[src/rtl/dual_fetch_queue.sv]
// Dual-issue fetch: aligned pair requests into a DEPTH-entry instruction queue; data visible 2 cycles after request.
// Backpressure: requests stall unless queue plus in-flight pair leaves room for another pair; decode pops 0-2/cycle.
module dual_fetch_queue #(
  parameter logic [31:0] RESET_PC = 32'h0000_0000,
  parameter int          DEPTH    = 8
) (
  input  logic                         clk,
  input  logic                         reset,
  output logic                         imem_req,
  output logic [31:0]                  pc_f_0,
  output logic [31:0]                  pc_f_1,
  input  logic [31:0]                  imem_rdata_0,
  input  logic [31:0]                  imem_rdata_1,
  output logic [31:0]                  instr_d_0,
  output logic [31:0]                  instr_d_1,
  output logic [31:0]                  pc_d_0,
  output logic [31:0]                  pc_d_1,
  output logic                         valid_d_0,
  output logic                         valid_d_1,
  input  logic [1:0]                   dec_take,
  input  logic                         redirect_valid,
  input  logic [31:0]                  redirect_pc,
  output logic [$clog2(DEPTH+1)-1:0]   fq_count
);

  localparam int PW = $clog2(DEPTH);
  localparam int CW = $clog2(DEPTH+1);

  logic [31:0]   q_instr [DEPTH];
  logic [31:0]   q_pc    [DEPTH];
  logic [PW-1:0] rd_ptr, wr_ptr, rd_ptr_1, wr_ptr_1;
  logic [31:0]   fetch_pc;
  logic          skip_lo;
  logic          inflight;
  logic          inflight_skip;
  logic [31:0]   inflight_pc;
  logic [1:0]    take, enq_n, deq_n;
  logic          enq_vld;
  logic [31:0]   need;
  logic          unused_bits;

  assign unused_bits = ^redirect_pc[1:0];
  assign rd_ptr_1    = rd_ptr + PW'(1);
  assign wr_ptr_1    = wr_ptr + PW'(1);

  assign take = (dec_take == 2'd3) ? 2'd2 : dec_take;

  always_comb begin
    deq_n = take;
    if (fq_count < CW'(take)) deq_n = fq_count[1:0];
  end

  // A redirect in the response cycle kills the returning pair.
  assign enq_vld = inflight & ~redirect_valid;
  assign enq_n   = !enq_vld ? 2'd0 : (inflight_skip ? 2'd1 : 2'd2);

  // Reserve room for the pair already in flight plus the one about to be requested.
  assign need     = 32'(fq_count) + (inflight ? 32'd4 : 32'd2);
  assign imem_req = reset & ~redirect_valid & (need <= 32'(DEPTH));
  assign pc_f_0   = fetch_pc;
  assign pc_f_1   = fetch_pc + 32'd4;

  assign valid_d_0 = (fq_count != '0);
  assign valid_d_1 = (fq_count >= CW'(2));
  assign instr_d_0 = valid_d_0 ? q_instr[rd_ptr]   : 32'd0;
  assign pc_d_0    = valid_d_0 ? q_pc[rd_ptr]      : 32'd0;
  assign instr_d_1 = valid_d_1 ? q_instr[rd_ptr_1] : 32'd0;
  assign pc_d_1    = valid_d_1 ? q_pc[rd_ptr_1]    : 32'd0;

  always_ff @(posedge clk) begin
    if (!reset) begin
      rd_ptr        <= '0;
      wr_ptr        <= '0;
      fq_count      <= '0;
      inflight      <= 1'b0;
      inflight_skip <= 1'b0;
      inflight_pc   <= 32'd0;
      fetch_pc      <= RESET_PC & ~32'h7;
      skip_lo       <= RESET_PC[2];
    end else if (redirect_valid) begin
      rd_ptr        <= '0;
      wr_ptr        <= '0;
      fq_count      <= '0;
      inflight      <= 1'b0;
      fetch_pc      <= redirect_pc & ~32'h7;
      skip_lo       <= redirect_pc[2];
    end else begin
      rd_ptr   <= rd_ptr + PW'(deq_n);
      wr_ptr   <= wr_ptr + PW'(enq_n);
      fq_count <= fq_count + CW'(enq_n) - CW'(deq_n);
      inflight <= imem_req;
      if (imem_req) begin
        inflight_pc   <= fetch_pc;
        inflight_skip <= skip_lo;
        fetch_pc      <= fetch_pc + 32'd8;
        skip_lo       <= 1'b0;
      end
    end
  end

  always_ff @(posedge clk) begin
    if (reset && enq_vld) begin
      if (inflight_skip) begin
        q_instr[wr_ptr] <= imem_rdata_1;
        q_pc[wr_ptr]    <= inflight_pc + 32'd4;
      end else begin
        q_instr[wr_ptr]   <= imem_rdata_0;
        q_pc[wr_ptr]      <= inflight_pc;
        q_instr[wr_ptr_1] <= imem_rdata_1;
        q_pc[wr_ptr_1]    <= inflight_pc + 32'd4;
      end
    end
  end

endmodule

[config.mk]
export PLATFORM = sky130hd
export DESIGN_NAME = dual_fetch_queue
export DESIGN_NICKNAME = d
export VERILOG_FILES = /design/src/rtl/dual_fetch_queue.sv
export SDC_FILE = /design/constraint.sdc
export NUM_CORES = 1
export LEC_CHECK = 0
export ABC_AREA = 1
export ABC_CLOCK_PERIOD_IN_PS = 7900
export CAP_MARGIN = 40
export CORE_UTILIZATION = 60
export CTS_BUF_LIST = sky130_fd_sc_hd__clkbuf_4
export DETAILED_ROUTE_END_ITERATION = 8
export PLACE_DENSITY = 0.81
export SLEW_MARGIN = 20
export SYNTH_ARGS = -nofsm -noshare
export SYNTH_HDL_FRONTEND = slang
export SYNTH_SLANG_ARGS = --single-unit
[constraint.sdc]
create_clock -name clk -period 7.9 [get_ports clk]
set_input_delay 0.79 -clock clk [delete_from_list [all_inputs] [get_ports clk]]
set_output_delay 0.79 -clock clk [all_outputs]
set_load 0.02 [all_outputs]
==> reports/qor.yml, run 1 <==
status:
  outcome: "finished, final reports clean"
clock_tree:
  root_buffer: "clkbuf_4"
  htreeDepth: 4
  clkLatencyLatePin_ps: 1010
  clkTransAtPathRegs_ps: 70
  cts_buffers: 147
  cts.repair.resized: 0
  cts_sinks: 567
  clk_path_buf_depth: 3
  post_cts_buffers: 0
  cts_hold_buf: 0
  cts_tree: "done"
timing:
  final_max_slew_viol_count: 0
  fin_tns_setup_ps: 0
  hold_ws_ps: 370.2
  slew_headroom_pct: 30.83
  rsz0062_at_grt: "no"
  clock.fmax_mhz: 177.8
  fin_crit_sh_pct: 71.19
  hold_viol_final: 0
  tightest_slew_ps: 1038
  finalCriticalPeriod_ps: 5624
  fin_skew_ps: 51.35
  setup_viol: 0
  post-route-worst-setup-slack_ps: 2276
yosys:
  seq_area_frac_synth_pct: 52.58
  syn-cell-area_um2: 31030
  synth.ff_latch_count: 567
  synth_cell_types: 39
  synth_common_cells: "nor2_1 (873), o21ai_0 (722), nand2_1 (520)"
  synth.avg_cell_area_um2: 8.342
  netlist_instances: 3720
  ys.flop_type: "edfxtp_1"
  synth_most_common_cell: "nor2_1"
  synthTopCellsByArea: "edfxtp_1 (48%), o21ai_0 (12%), nor2_1 (11%), nand2_1 (6.3%), dfxtp_1 (4.6%)"
  synth_top_cell_area_share_pct: 48.00
  yosys.area.top_type: "edfxtp_1"
  yosys_warnings: 0
  async_flop_share_pct: 0
  synth_edf_count: 496
floorplan:
  floorplan.initialDensity_pct: 61.35
  die_h_um: 229.4
  core.rowCount: 82
  core_um2: 50580
  fp.dieW_um: 229.4
  die_area_um2: 52630
  num_io_pins: 300
worst_setup_path:
  slowest_stage: "dfxtp_4"
  path_max_fanout: 59
  cp-startpoint: "rd_ptr[0]"
  worst_ep_required_time_ps: 7110
  r2r_slack_ps: 4210
  critPathKind: "reg2out"
  cp.arrival_ps: 4830
  endpoint: "instr_d_1[0]"
  reg2reg_depth: 6
  worst_setup_path_start_kind: "flip-flop"
  cp_cell_sequence: "ha_4, clkinv_2, buf_4, o21ai_0, o221ai_1, nand2_1, nor2_1, clkdlybuf4s50_1"
  worst_path_largest_cell_delay_ps: 710
  r2r-start: "wr_ptr[0]"
  cp-end-kind: "output pin"
  regToRegEndpoint: "q_instr[6][24]"
worst_hold_path:
  hold_class: "in2reg"
power:
  ir_drop_uv: 232.7
  switching_share_pct: 39.53
  p_switching_mw: 4.175
  comb_power_share_pct: 42.0
  p_leak_nw: 13.31
  pwr-share-clk_pct: 24.3
  p_total_mw: 10.56
  power_frac_seq_pct: 33.7
  power_density_nw_per_um2: 296.0
  internal_power_mw: 6.388
global_route:
  grt_max_degree: 244
  antenna_found_initial: 2
  track_usage_pct: 34.49
  grt_pass1_wl_mm: 140.5
  grt_overflow: 0
  grt_pass1_vias: 26470
drt:
  drtIter0Drc: 3292
  antenna_left: 0
  drc: 0
  drt_pass1_iterations: 6
  via_count: 28690
  wl_per_cell_um: 19.82
  viasPerCell: 6.132
  wl_mm: 92.73
place:
  hpwl_mm: 52.05
  place.gp.congestion: 0.9203
  post_dp_cell_area_um2: 33690
  numPortBuffers: 287
  dp_slack_ps: 3310
finish:
  final_area_um2: 35680
  fin_nets: 4016
  drive_gt1_share_pct: 8.121
  area.growth.synth_to_final_pct: 14.97
  fillers: 3877
job:
  max_cap_viol_count: 0
-- critical path, delay by kind of cell, from the launching register on --
family | cells | cell delay [ps]
buffers and inverters | 3 | 1770
and+or+nand+nor | 2 | 360
AOI/OAI and AO/OA | 2 | 480
DFF | 1 | 710
adders and majority gates | 1 | 480
-- final cells by class --
cell class	instances	area, µm²	area share [%]
tap	672	840.8	2.357
timing repair buffer	345	3531	9.896
inverter	123	478.0	1.340
antenna	4	10.01	0.02805
sequential	567	16330	45.76
clock buffer	212	1592	4.461
clock inverter	42	281.5	0.7890
multi-input combinational	2713	12620	35.37
-- sequential cells by signal (all words and copies together) (netlist names) --
register	cells
fq_count	4
pc_f_0	29
inflight	1
q_pc	240
skip_lo	1
q_instr	256
inflight_skip	1
rd_ptr	3
wr_ptr	3
inflight_pc	29
-- cells by family after synthesis --
family / synth area share (%)
AND/OR/NAND/NOR: 18.39
other: 0.02420
flip-flops: 52.58
XOR/XNOR: 0.3064
AO/OA/AOI/OAI: 20.64
adder cells (fa/ha/maj): 0.8467
buffers and inverters: 7.217
-- power by group through the flow --
stage          Clock (mW)  Combinational [mW]  Sequential (mW)
2_1_floorplan           0                2.49             3.59
3_3_place_gp            0                4.19             3.62
3_5_place_dp            0                4.33             3.62
4_1_cts              2.59                4.36             3.56
5_1_grt              2.75                4.70             3.57
6_report             2.57                4.43             3.56
-- placed cells by master (no fill, tap or decap), types with 25 or more instances in the layout --
cell | Yosys | final
edfxtp_1 | 496 | 496
dfxtp_1 | 71 | 68
clkdlybuf4s50_1 | 0 | 287
clkbuf_4 | 0 | 212
nand3_1 | 64 | 64
inv_1 | 118 | 114
nand2_1 | 520 | 519
nor2_1 | 873 | 873
o221ai_1 | 62 | 62
o22ai_1 | 120 | 120
o21ai_0 | 722 | 714
clkinv_1 | 1 | 25
buf_4 | 52 | 44
a21oi_1 | 114 | 114
o21ai_1 | 178 | 178
-- per-layer routing --
metal	vias up	GRT usage, %	share of wire [%]
met5	-	0	0
met4	0	20.94	4.3
met3	332	6.798	12
met2	1871	55.32	47
met1	13180	43.21	37
li1	13300	-	-
-- how the worst min path moves through the flow --
stage                     endpoint  cells after the start  slack (ps)            from
after floorplan            skip_lo                      2         440         skip_lo
after global placement     skip_lo                      2         450         skip_lo
after detailed placement   skip_lo                      2         460         skip_lo
after CTS                  skip_lo                      3         310  redirect_pc[2]
after global routing       skip_lo                      3         360  redirect_pc[2]
final                      skip_lo                      3         370  redirect_pc[2]
-- through the flow --
step	utilization, %	instances
floorplan	-	3728
global placement	66.21	4407
detailed placement	66.61	4416
CTS	70.32	4670
global route	70.54	4678
finish	70.54	4678
Note: power is estimated with default switching activity, not from simulation.
==> run 2: changes to the inputs <==
Settings changed: ABC_CLOCK_PERIOD_IN_PS 7900 to 5900.
Clock period 7.9 ns to 5.9 ns, I/O delays scaled along.
==> reports/qor.yml, run 2 (synthesis results as in run 1) <==
finish:
  final_area_um2: 35750
  seq_area_um2: 16330
  multi_input_area_um2: 12620
  largest_reg_flops: 256
  largestRegisters: "q_instr (256), q_pc (240)"
  fillers: 3879
  layout_common_cells: "nor2_1 (873), o21ai_0 (714), nand2_1 (519)"
  top_register: "q_instr"
  layout_commonest_cell: "nor2_1"
  area.growth.synth_to_final_pct: 15.19
  fin_nets: 4015
  drive_gt1_share_pct: 8.236
floorplan:
  floorplan.initialDensity_pct: 61.35
  core.rowCount: 82
  die_h_um: 229.4
  fp.dieW_um: 229.4
  num_io_pins: 300
  die_area_um2: 52630
  core_um2: 50580
global_route:
  grt_pass1_vias: 26400
  grt_overflow: 0
  antenna_found_initial: 5
  grt_pass1_wl_mm: 141.9
  track_usage_pct: 34.79
  grt_max_degree: 253
timing:
  final_max_slew_viol_count: 0
  rsz0062_at_grt: "no"
  fin_tns_setup_ps: 0
  tightest_slew_ps: 1006
  setup_viol: 0
  hold_viol_final: 0
  fin_skew_ps: 32.73
  clock.fmax_mhz: 190.1
  finalCriticalPeriod_ps: 5260
  fin_crit_sh_pct: 89.15
  slew_headroom_pct: 32.97
worst_setup_path:
  worst_path_largest_cell_delay_ps: 740
  cp.arrival_ps: 4670
  cp_cell_sequence: "buf_12, buf_12, o21ai_0, o221ai_1, nand2_1, nor2_1, clkdlybuf4s50_1"
  path_max_fanout: 252
  critPathKind: "reg2out"
  reg2reg_depth: 7
  r2r_slack_ps: 2640
  worst_setup_path_start_kind: "flip-flop"
  regToRegEndpoint: "q_instr[0][7]"
  worst_ep_required_time_ps: 5310
  cp-end-kind: "output pin"
  slowest_stage: "buf_12"
  r2r-start: "wr_ptr[0]"
  cp_common_cell: "buf_12"
power:
  pwr-share-clk_pct: 25.0
  comb_power_share_pct: 41.3
  power_frac_seq_pct: 33.7
  internal_power_mw: 8.683
  switching_share_pct: 39.06
  p_leak_nw: 13.35
  p_switching_mw: 5.566
  power_density_nw_per_um2: 398.6
  ir_drop_uv: 348.3
job:
  max_cap_viol_count: 0
clock_tree:
  cts_buffers: 146
  post_cts_buffers: 0
  cts_hold_buf: 0
  clkTransAtPathRegs_ps: 70
  htreeDepth: 4
  clk_path_buf_depth: 3
  cts_tree: "done"
  clkLatencyLatePin_ps: 1000
  cts_sinks: 567
  root_buffer: "clkbuf_4"
  cts.repair.resized: 0
drt:
  wl_mm: 92.95
  via_count: 28760
  drc: 0
  antenna_left: 0
  drt_pass1_iterations: 7
  wl_per_cell_um: 19.85
  viasPerCell: 6.141
  drtIter0Drc: 4084
worst_hold_path:
  min-delay-start: "redirect_pc[2]"
  holdPathStages: 3
  hold_class: "in2reg"
  hold_end: "skip_lo"
place:
  place.gp.congestion: 0.8948
  hpwl_mm: 51.31
  numPortBuffers: 287
  post_dp_cell_area_um2: 33720
status:
  outcome: "finished, final reports clean"
==> run 2: cell count changes in the layout (fill, tap and decap cells not counted), sizes merged <==
cell,previous run,this run
bufinv,4,6
clkbuf,212,220
clkinv,38,34
clkinvlp,2,0
inv,121,122
==> run 2: worst max-delay path by stage <==
| stage | startpoint | endpoint |
|---|---|---|
| 2_1_floorplan | reset | q_instr[4][0] |
| 3_3_place_gp | rd_ptr[0] | instr_d_0[27] |
| 3_5_place_dp | rd_ptr[0] | instr_d_1[27] |
| 4_1_cts | rd_ptr[0] | instr_d_1[27] |
| 5_1_grt | rd_ptr[0] | instr_d_0[27] |
| 6_report | rd_ptr[0] | instr_d_1[5] |
==> run 2: metrics by stage <==
stage	power [mW]	std cells	hold WS [ps]	utilization, %	setup WS [ps]
final	14.25	4683	198.0	70.67	640.3
after floorplan	8.136	3728	437.5	-	-102.9
after global routing	14.92	4682	184.2	70.66	314.0
after global placement	10.48	4413	452.0	66.42	1765
after CTS	14.18	4677	140.0	70.54	643.4
after detailed placement	10.63	4418	477.4	66.66	1749
==> run 2: area by class of cell <==
type	count	area share, %
diodes	4	0.02800
clock buffers	220	4.620
clock inverters	39	0.8681
inverters	123	1.337
multi-input cells	2713	35.30
flip-flops and latches	567	45.68
well taps	672	2.352
repair buffers	345	9.815
==> run 2: per-layer routing <==
metal,track usage [%],part of all wire (%),vias to the layer above
met4,18.98,4.2,4
met3,8.043,13,324
met2,54.50,46,1981
met1,44.78,37,13150
met5,0,0.044,-
li1,-,-,13300
==> run 2: power groups by stage <==
stage	sequential [mW]	clock, mW	combinational, mW
after floorplan	4.81	0	3.33
after global placement	4.87	0	5.61
after detailed placement	4.88	0	5.75
after CTS	4.79	3.59	5.79
after global routing	4.82	3.81	6.29
final	4.80	3.56	5.89
==> run 2: worst max-delay path: cells and delay by family, from the launching register on <==
family	cells	cell delay, ps
buffers and inverters	3	1960
and+or+nand+nor	2	250
AOI/OAI and AO/OA	2	570
DFF	1	690
